### config.mk
export PLATFORM = sky130hd
export DESIGN_NAME = pc_redirect_unit_flat
export DESIGN_NICKNAME = d
export VERILOG_FILES = /design/src/rtl/pc_redirect_if.sv /design/src/rtl/pc_redirect_unit.sv /design/src/flat_wrapper.sv
export SDC_FILE = /design/constraint.sdc
export NUM_CORES = 1
export LEC_CHECK = 0
export ABC_AREA = 1
export CORE_MARGIN = 3
export CORE_UTILIZATION = 35
export CTS_BUF_LIST = sky130_fd_sc_hd__clkbuf_4
export CTS_CLUSTER_DIAMETER = 50
export DETAILED_ROUTE_END_ITERATION = 7
export PLACE_DENSITY = 0.61
export SLEW_MARGIN = 5
export SYNTH_ARGS = -nofsm -noshare
export SYNTH_HDL_FRONTEND = slang
export SYNTH_SLANG_ARGS = --single-unit
### constraint.sdc
create_clock -name clk_i -period 2.49 [get_ports clk_i]
set_input_delay 0.498 -clock clk_i [delete_from_list [all_inputs] [get_ports clk_i]]
set_output_delay 0.498 -clock clk_i [all_outputs]
set_load 0.03 [all_outputs]
### src/rtl/pc_redirect_if.sv
// Fetch-side bundle of the PC redirect unit: EX-stage resolve inputs, hazard stall,
// and the fetch PC / flush / pending-redirect outputs.
interface pc_redirect_if #(
  parameter int DATA_W = 32
);
  logic              stall_i;
  logic              ex_valid_i;
  logic              ex_branch_i;
  logic              ex_branch_ne_i;
  logic              ex_zero_i;
  logic              ex_jump_i;
  logic [DATA_W-1:0] ex_jump_target_i;
  logic [DATA_W-1:0] ex_pc_plus4_i;
  logic [DATA_W-1:0] ex_offset_sl2_i;
  logic [DATA_W-1:0] pc_o;
  logic [DATA_W-1:0] pc_plus4_o;
  logic              flush_o;
  logic              redirect_pending_o;
  logic [DATA_W-1:0] branch_target_o;

  modport master (
    output stall_i, ex_valid_i, ex_branch_i, ex_branch_ne_i, ex_zero_i,
           ex_jump_i, ex_jump_target_i, ex_pc_plus4_i, ex_offset_sl2_i,
    input  pc_o, pc_plus4_o, flush_o, redirect_pending_o, branch_target_o
  );

  modport slave (
    input  stall_i, ex_valid_i, ex_branch_i, ex_branch_ne_i, ex_zero_i,
           ex_jump_i, ex_jump_target_i, ex_pc_plus4_i, ex_offset_sl2_i,
    output pc_o, pc_plus4_o, flush_o, redirect_pending_o, branch_target_o
  );
endinterface

### src/rtl/pc_redirect_unit.sv
// Fetch-PC register with beq/bne/j redirect resolution for the 5-stage MIPS pipeline.
// A redirect resolved under a hazard stall is parked in HOLD until the stall releases.
module pc_redirect_unit #(
  parameter int                DATA_W   = 32,
  parameter logic [DATA_W-1:0] RESET_PC = '0
) (
  input logic           clk_i,
  input logic           rst_i,
  pc_redirect_if.slave  bus
);

  typedef enum logic {
    RUN  = 1'b0,
    HOLD = 1'b1
  } state_t;

  function automatic logic [DATA_W-1:0] add_wrap(
    input logic [DATA_W-1:0]        base,
    input logic signed [DATA_W-1:0] offs
  );
    return base + $unsigned(offs);
  endfunction

  function automatic logic [DATA_W-1:0] word_align(input logic [DATA_W-1:0] addr);
    return addr & ~DATA_W'(3);
  endfunction

  state_t                   state_p1, state_nxt;
  logic [DATA_W-1:0]        pc_p1, pc_nxt;
  logic [DATA_W-1:0]        target_p1, target_nxt;
  logic [DATA_W-1:0]        pc_plus4;
  logic signed [DATA_W-1:0] offset_s;
  logic [DATA_W-1:0]        br_target;
  logic [DATA_W-1:0]        jmp_target;
  logic [DATA_W-1:0]        target;
  logic                     br_taken;
  logic                     jmp;
  logic                     taken;
  logic                     flush;

  // Stage p0: EX-stage resolve, all combinational
  always_comb begin
    offset_s   = bus.ex_offset_sl2_i;
    br_target  = add_wrap(bus.ex_pc_plus4_i, offset_s);
    jmp_target = word_align(bus.ex_jump_target_i);
    br_taken   = bus.ex_valid_i & bus.ex_branch_i & (bus.ex_zero_i ^ bus.ex_branch_ne_i);
    jmp        = bus.ex_valid_i & bus.ex_jump_i;
    taken      = br_taken | jmp;
    target     = jmp ? jmp_target : br_target;
    pc_plus4   = add_wrap(pc_p1, DATA_W'(4));
  end

  always_comb begin
    state_nxt  = state_p1;
    pc_nxt     = pc_p1;
    target_nxt = target_p1;
    flush      = 1'b0;
    unique case (state_p1)
      RUN: begin
        if (taken && !bus.stall_i) begin
          pc_nxt = target;
          flush  = 1'b1;
        end else if (taken && bus.stall_i) begin
          target_nxt = target;
          state_nxt  = HOLD;
        end else if (!bus.stall_i) begin
          pc_nxt = pc_plus4;
        end
      end
      HOLD: begin
        // EX is frozen upstream while stalled, so its inputs are ignored here
        if (!bus.stall_i) begin
          pc_nxt    = target_p1;
          flush     = 1'b1;
          state_nxt = RUN;
        end
      end
      default: state_nxt = RUN;
    endcase
  end

  // Stage p1: fetch PC, held target and redirect state
  always_ff @(posedge clk_i or posedge rst_i) begin
    if (rst_i) begin
      state_p1  <= RUN;
      pc_p1     <= RESET_PC;
      target_p1 <= '0;
    end else begin
      state_p1  <= state_nxt;
      pc_p1     <= pc_nxt;
      target_p1 <= target_nxt;
    end
  end

  assign bus.pc_o               = pc_p1;
  assign bus.pc_plus4_o         = pc_plus4;
  assign bus.flush_o            = flush & ~rst_i;
  assign bus.redirect_pending_o = (state_p1 == HOLD);
  assign bus.branch_target_o    = target_p1;

endmodule
### src/flat_wrapper.sv
// flat-port wrapper written by rule: the top's interface ports become plain ports
module pc_redirect_unit_flat 
#(
  parameter int                DATA_W   = 32,
  parameter logic [DATA_W-1:0] RESET_PC = '0
)
  (clk_i, rst_i, bus_stall_i, bus_ex_valid_i, bus_ex_branch_i, bus_ex_branch_ne_i, bus_ex_zero_i, bus_ex_jump_i, bus_ex_jump_target_i, bus_ex_pc_plus4_i, bus_ex_offset_sl2_i, bus_pc_o, bus_pc_plus4_o, bus_flush_o, bus_redirect_pending_o, bus_branch_target_o);
  pc_redirect_if #(.DATA_W(DATA_W)) bus_i ();
  input logic clk_i;
  input logic rst_i;
  input wire logic [$bits(bus_i.stall_i)-1:0] bus_stall_i;
  input wire logic [$bits(bus_i.ex_valid_i)-1:0] bus_ex_valid_i;
  input wire logic [$bits(bus_i.ex_branch_i)-1:0] bus_ex_branch_i;
  input wire logic [$bits(bus_i.ex_branch_ne_i)-1:0] bus_ex_branch_ne_i;
  input wire logic [$bits(bus_i.ex_zero_i)-1:0] bus_ex_zero_i;
  input wire logic [$bits(bus_i.ex_jump_i)-1:0] bus_ex_jump_i;
  input wire logic [$bits(bus_i.ex_jump_target_i)-1:0] bus_ex_jump_target_i;
  input wire logic [$bits(bus_i.ex_pc_plus4_i)-1:0] bus_ex_pc_plus4_i;
  input wire logic [$bits(bus_i.ex_offset_sl2_i)-1:0] bus_ex_offset_sl2_i;
  output wire logic [$bits(bus_i.pc_o)-1:0] bus_pc_o;
  output wire logic [$bits(bus_i.pc_plus4_o)-1:0] bus_pc_plus4_o;
  output wire logic [$bits(bus_i.flush_o)-1:0] bus_flush_o;
  output wire logic [$bits(bus_i.redirect_pending_o)-1:0] bus_redirect_pending_o;
  output wire logic [$bits(bus_i.branch_target_o)-1:0] bus_branch_target_o;
  assign bus_i.stall_i = bus_stall_i;
  assign bus_i.ex_valid_i = bus_ex_valid_i;
  assign bus_i.ex_branch_i = bus_ex_branch_i;
  assign bus_i.ex_branch_ne_i = bus_ex_branch_ne_i;
  assign bus_i.ex_zero_i = bus_ex_zero_i;
  assign bus_i.ex_jump_i = bus_ex_jump_i;
  assign bus_i.ex_jump_target_i = bus_ex_jump_target_i;
  assign bus_i.ex_pc_plus4_i = bus_ex_pc_plus4_i;
  assign bus_i.ex_offset_sl2_i = bus_ex_offset_sl2_i;
  assign bus_pc_o = bus_i.pc_o;
  assign bus_pc_plus4_o = bus_i.pc_plus4_o;
  assign bus_flush_o = bus_i.flush_o;
  assign bus_redirect_pending_o = bus_i.redirect_pending_o;
  assign bus_branch_target_o = bus_i.branch_target_o;
  pc_redirect_unit #(.DATA_W(DATA_W), .RESET_PC(RESET_PC)) u_core (.clk_i(clk_i), .rst_i(rst_i), .bus(bus_i));
endmodule
==> metrics.md <==
| Metric | Value |
|---|---|
| Final hold slack | just under 0.5 ns |
| GRT busiest layer | met2 |
| Core area | between 15000 and 20000 µm² |
| Seq cells post-synth | 65 |
| GPL Wtd Cong | roughly 0.9 |
| # port buffers | ~200 |
| HPWL after DPL | slightly below 20 mm |
| Met2 global-route usage | around two fifths |
| Largest cells by area after synthesis | dfrtp_1 26%, nand2_1 21%, inv_1 8.6% |
| Pin count of the biggest net entering global routing | 66 |
| CP max FO | 4 |
| Fin. Hold Viols | 0 |
| Post-Synth Adder-Cell Area | about 6.6% |
| Hold Buf Count CTS | 0 |
| H-tree levels | 3 |
| Antenna Violating Nets Remaining | 0 |
| Largest family of logic cells by synthesized area | simple AND/OR/NAND/NOR gates |
| Initial core utilization | 36.2% |
| Routed WL | 25.1 mm |
| Vias | ~7900 |
| Post-Synthesis Cells | between 1000 and 1500 |
| Failing checks | setup timing |
| Maxcap violations | 0 |
| Slack of the worst reg-to-reg path | around 0.44 ns |
| Synth Area in Simple Gates | between 40% and 50% |
| Leak pwr | roughly 5.3 nW |
| CP startpoint | u_core.bus.pc_o[2]$_DFFE_PP0P_ |
| Reg2Reg Depth | 10 |
| Slew margin rel. | between 60 and 70% |
| Vias per cell | about 4.9 |
| Layout cells sized above 1 | a little under a quarter |
| Worst path required time | 1.99 ns |
| YS warnings | 0 |
| TritonCTS buffer count | 9 |
| Hold Path Class | in -> async |
| Final Util | 60.4% |
| Critical path endpoint category | output port |
| Drt initial violations | about 450 |
| GRT Total Usage | around 24% |
| First-pass GRT wire length | 38.3 mm |
| Netlist cell types | 39 |
| Period utilization | 104% |
| Setup-failing EPs final | 10 |
| Crit path launch type | register |
| Filler cell count | about 1700 |
| Synthesis-to-layout area growth | 66.9% |
| Syn avg cell area | about 6 µm² |
| Clock-pin transition on the worst setup and hold timing paths | roughly 0.11 ns |
| Post-synthesis net count | approximately 1200 |
| RR Startpoint | u_core.bus.pc_o[9]$_DFFE_PP0P_ |
| Arrival time at the worst endpoint | ~2.1 ns |
| Reg2reg end | u_core.bus.pc_o[19]$_DFFE_PP0P_ |
| Highest-count cells in the layout ignoring fill and taps | 335 x nand2_1, 165 x clkdlybuf4s50_1, 148 x buf_4 |
| RSZ-0062 raised after global routing | true |
| Post-synthesis mux area share | 0% |
| CTS Root Cell | clkbuf_4 |
| CTS tree | yes |
| Met1 Usage GRT | 32.8% |
| Die Y | 140 µm |
| Drt wl/cell | around 16 µm |
| Complex-gate fraction of the synthesized area | a little under an eighth |
| Pre-antenna DRT Iters | 7 |
| WS Path Type | reg -> out |
| Status | finished, violations left |
| Std cell rows | 48 |
| DRC Markers | 0 |
| Actual slew at the worst max-slew pin | about 0.53 ns |
| DIE WIDTH | around 140 µm |
| Sequential fraction of the synthesis area | between 20% and 30% |
| Number of global-route vias before repair | 7346 |
| GRT met3 Usage | 3.93% |
| Grt total ovfl | 0 |
| Tmin final | ~2.6 ns |
| Nets | 1521 |
| Skew-Pair Late Insertion Delay | 0.43 ns |
| Power density over cell area | 706 nW/µm² |
| Max Slew Vio Count | 0 |
| Post-Synth XOR/XNOR Area | 5.06% |
| Commonest non-fill, non-tap cell in the layout | nand2_1 |
| Initial antenna violation count | 1 |
| Synthesized cell area | 6330 µm² |
| Share of the synthesized area in the top cell type | around a quarter |
| Fmax | 386 MHz |
| Ports | between 200 and 250 |
| Clk buf depth | 2 |
| Pwr Total | roughly 7.5 mW |
| Die area | 19700 µm² |
| Setup ws final | -0.0986 ns |
| CTS Sinks | 65 |
| Worst ir drop on vdd | 0.668 mV |
| Area leader, netlist | dfrtp_1 |
| Placed cell count | between 1500 and 2000 |
| Fin cells | approximately 1600 |
| Clock Skew | around 0.022 ns |
-- state kept, by name, summed over array words and instances (netlist names) --
signal and flops:
u_core.bus.branch_target_o 32, u_core.bus.pc_o 32, u_core.bus.redirect_pending_o 1
-- worst max path at each step --
stage / cells after the start / end / slack, ns
after floorplan: 5 / bus_pc_plus4_o[24] / 0.09
after global placement: 17 / u_core.bus.pc_o[22]$_DFFE_PP0P_ / -0.29
after detailed placement: 13 / u_core.bus.branch_target_o[12]$_DFFE_PP0P_ / -0.34
after CTS: 9 / bus_pc_plus4_o[18] / -0.10
after global routing: 8 / bus_pc_plus4_o[29] / -0.21
final: 10 / bus_pc_plus4_o[12] / -0.1
-- timing repair --
item | in CTS | in global routing
resized for setup | 70 | 82
setup buffers | 34 | 31
pin swaps | 17 | 40
endpoints found under the setup margin | 28 | 48
-- critical path, stage by stage, from the launching register on --
cell	delay [ns]
dfrtp_1	0.44
buf_4	0.16
ha_4	0.16
nand3_4	0.10
buf_6	0.14
inv_2	0.05
nand2_4	0.09
nor2_2	0.05
xnor2_2	0.21
inv_1	0.08
buf_4	0.17
-- report_power, final --
group          total [mW]  switching [mW]  internal [mW]
clock network        1.03           0.417          0.611
registers            1.72           0.368           1.36
logic                4.71            2.61           2.09
total                7.46            3.40           4.06
-- stage by stage --
step / TNS (ns) / setup slack (ns) / instance area [µm²]
after detailed placement: -8.85 / -0.344 / 9310
final: -0.432 / -0.0986 / 10600
after global placement: -7.41 / -0.291 / 9310
after global routing: -2.54 / -0.213 / 10600
after CTS: -0.479 / -0.101 / 10100
after floorplan: 0 / 0.0934 / 6330
-- cell families (layout without fill, tap and decap cells) --
family,after synthesis,in the layout
and+or+nand+nor,606,606
buffers and inverters,176,515
AOI/OAI and AO/OA,136,136
DFF,65,65
xor gates and xnor gates,34,34
adders and majority gates,33,33
other,0,1
-- cell type report --
| type | count | area, µm² | area share (%) |
|---|---|---|---|
| Antenna cell | 1 | 2.50 | 0.0237 |
| Clock inverter | 7 | 143 | 1.35 |
| Inverter | 148 | 558 | 5.28 |
| Multi-Input combinational cell | 809 | 4540 | 42.9 |
| Timing Repair Buffer | 351 | 3330 | 31.5 |
| Tap cell | 225 | 282 | 2.67 |
| Clock buffer | 9 | 67.6 | 0.640 |
| Sequential cell | 65 | 1650 | 15.6 |
-- cell usage after synthesis --
library cell  count
xnor2_2           3
a32oi_1           2
a211oi_1          1
nor3_4            1
nor3_1           14
clkbuf_1         17
xor2_1           20
inv_1           145
o21ai_1           2
fa_1              1
xnor2_1          11
a21oi_1          67
nor2_2            2
ha_1             32
nand3b_1          6
nor3_2            3
buf_2             4
or2_2            16
o211ai_1          3
a21boi_0          1
dfrtp_1          65
a22oi_1           3
nand3_1          90
a221oi_1          4
buf_4             2
o211a_1           1
nand4_1           6
nand2_2           1
a31oi_1           9
and3_1            1
buf_1             5
nor2_1          108
or2_0             1
o21ai_0          38
o21bai_1          5
inv_2             3
nand3_2           1
nand2_1         354
nor4_1            2
-- routing by layer --
metal | share of wire (%) | routed length, µm
met5 | 0 | 0
met4 | 2.3 | 584
met3 | 6.3 | 1570
met2 | 47 | 11800
met1 | 44 | 11100
(Power assumes the default switching activity.)
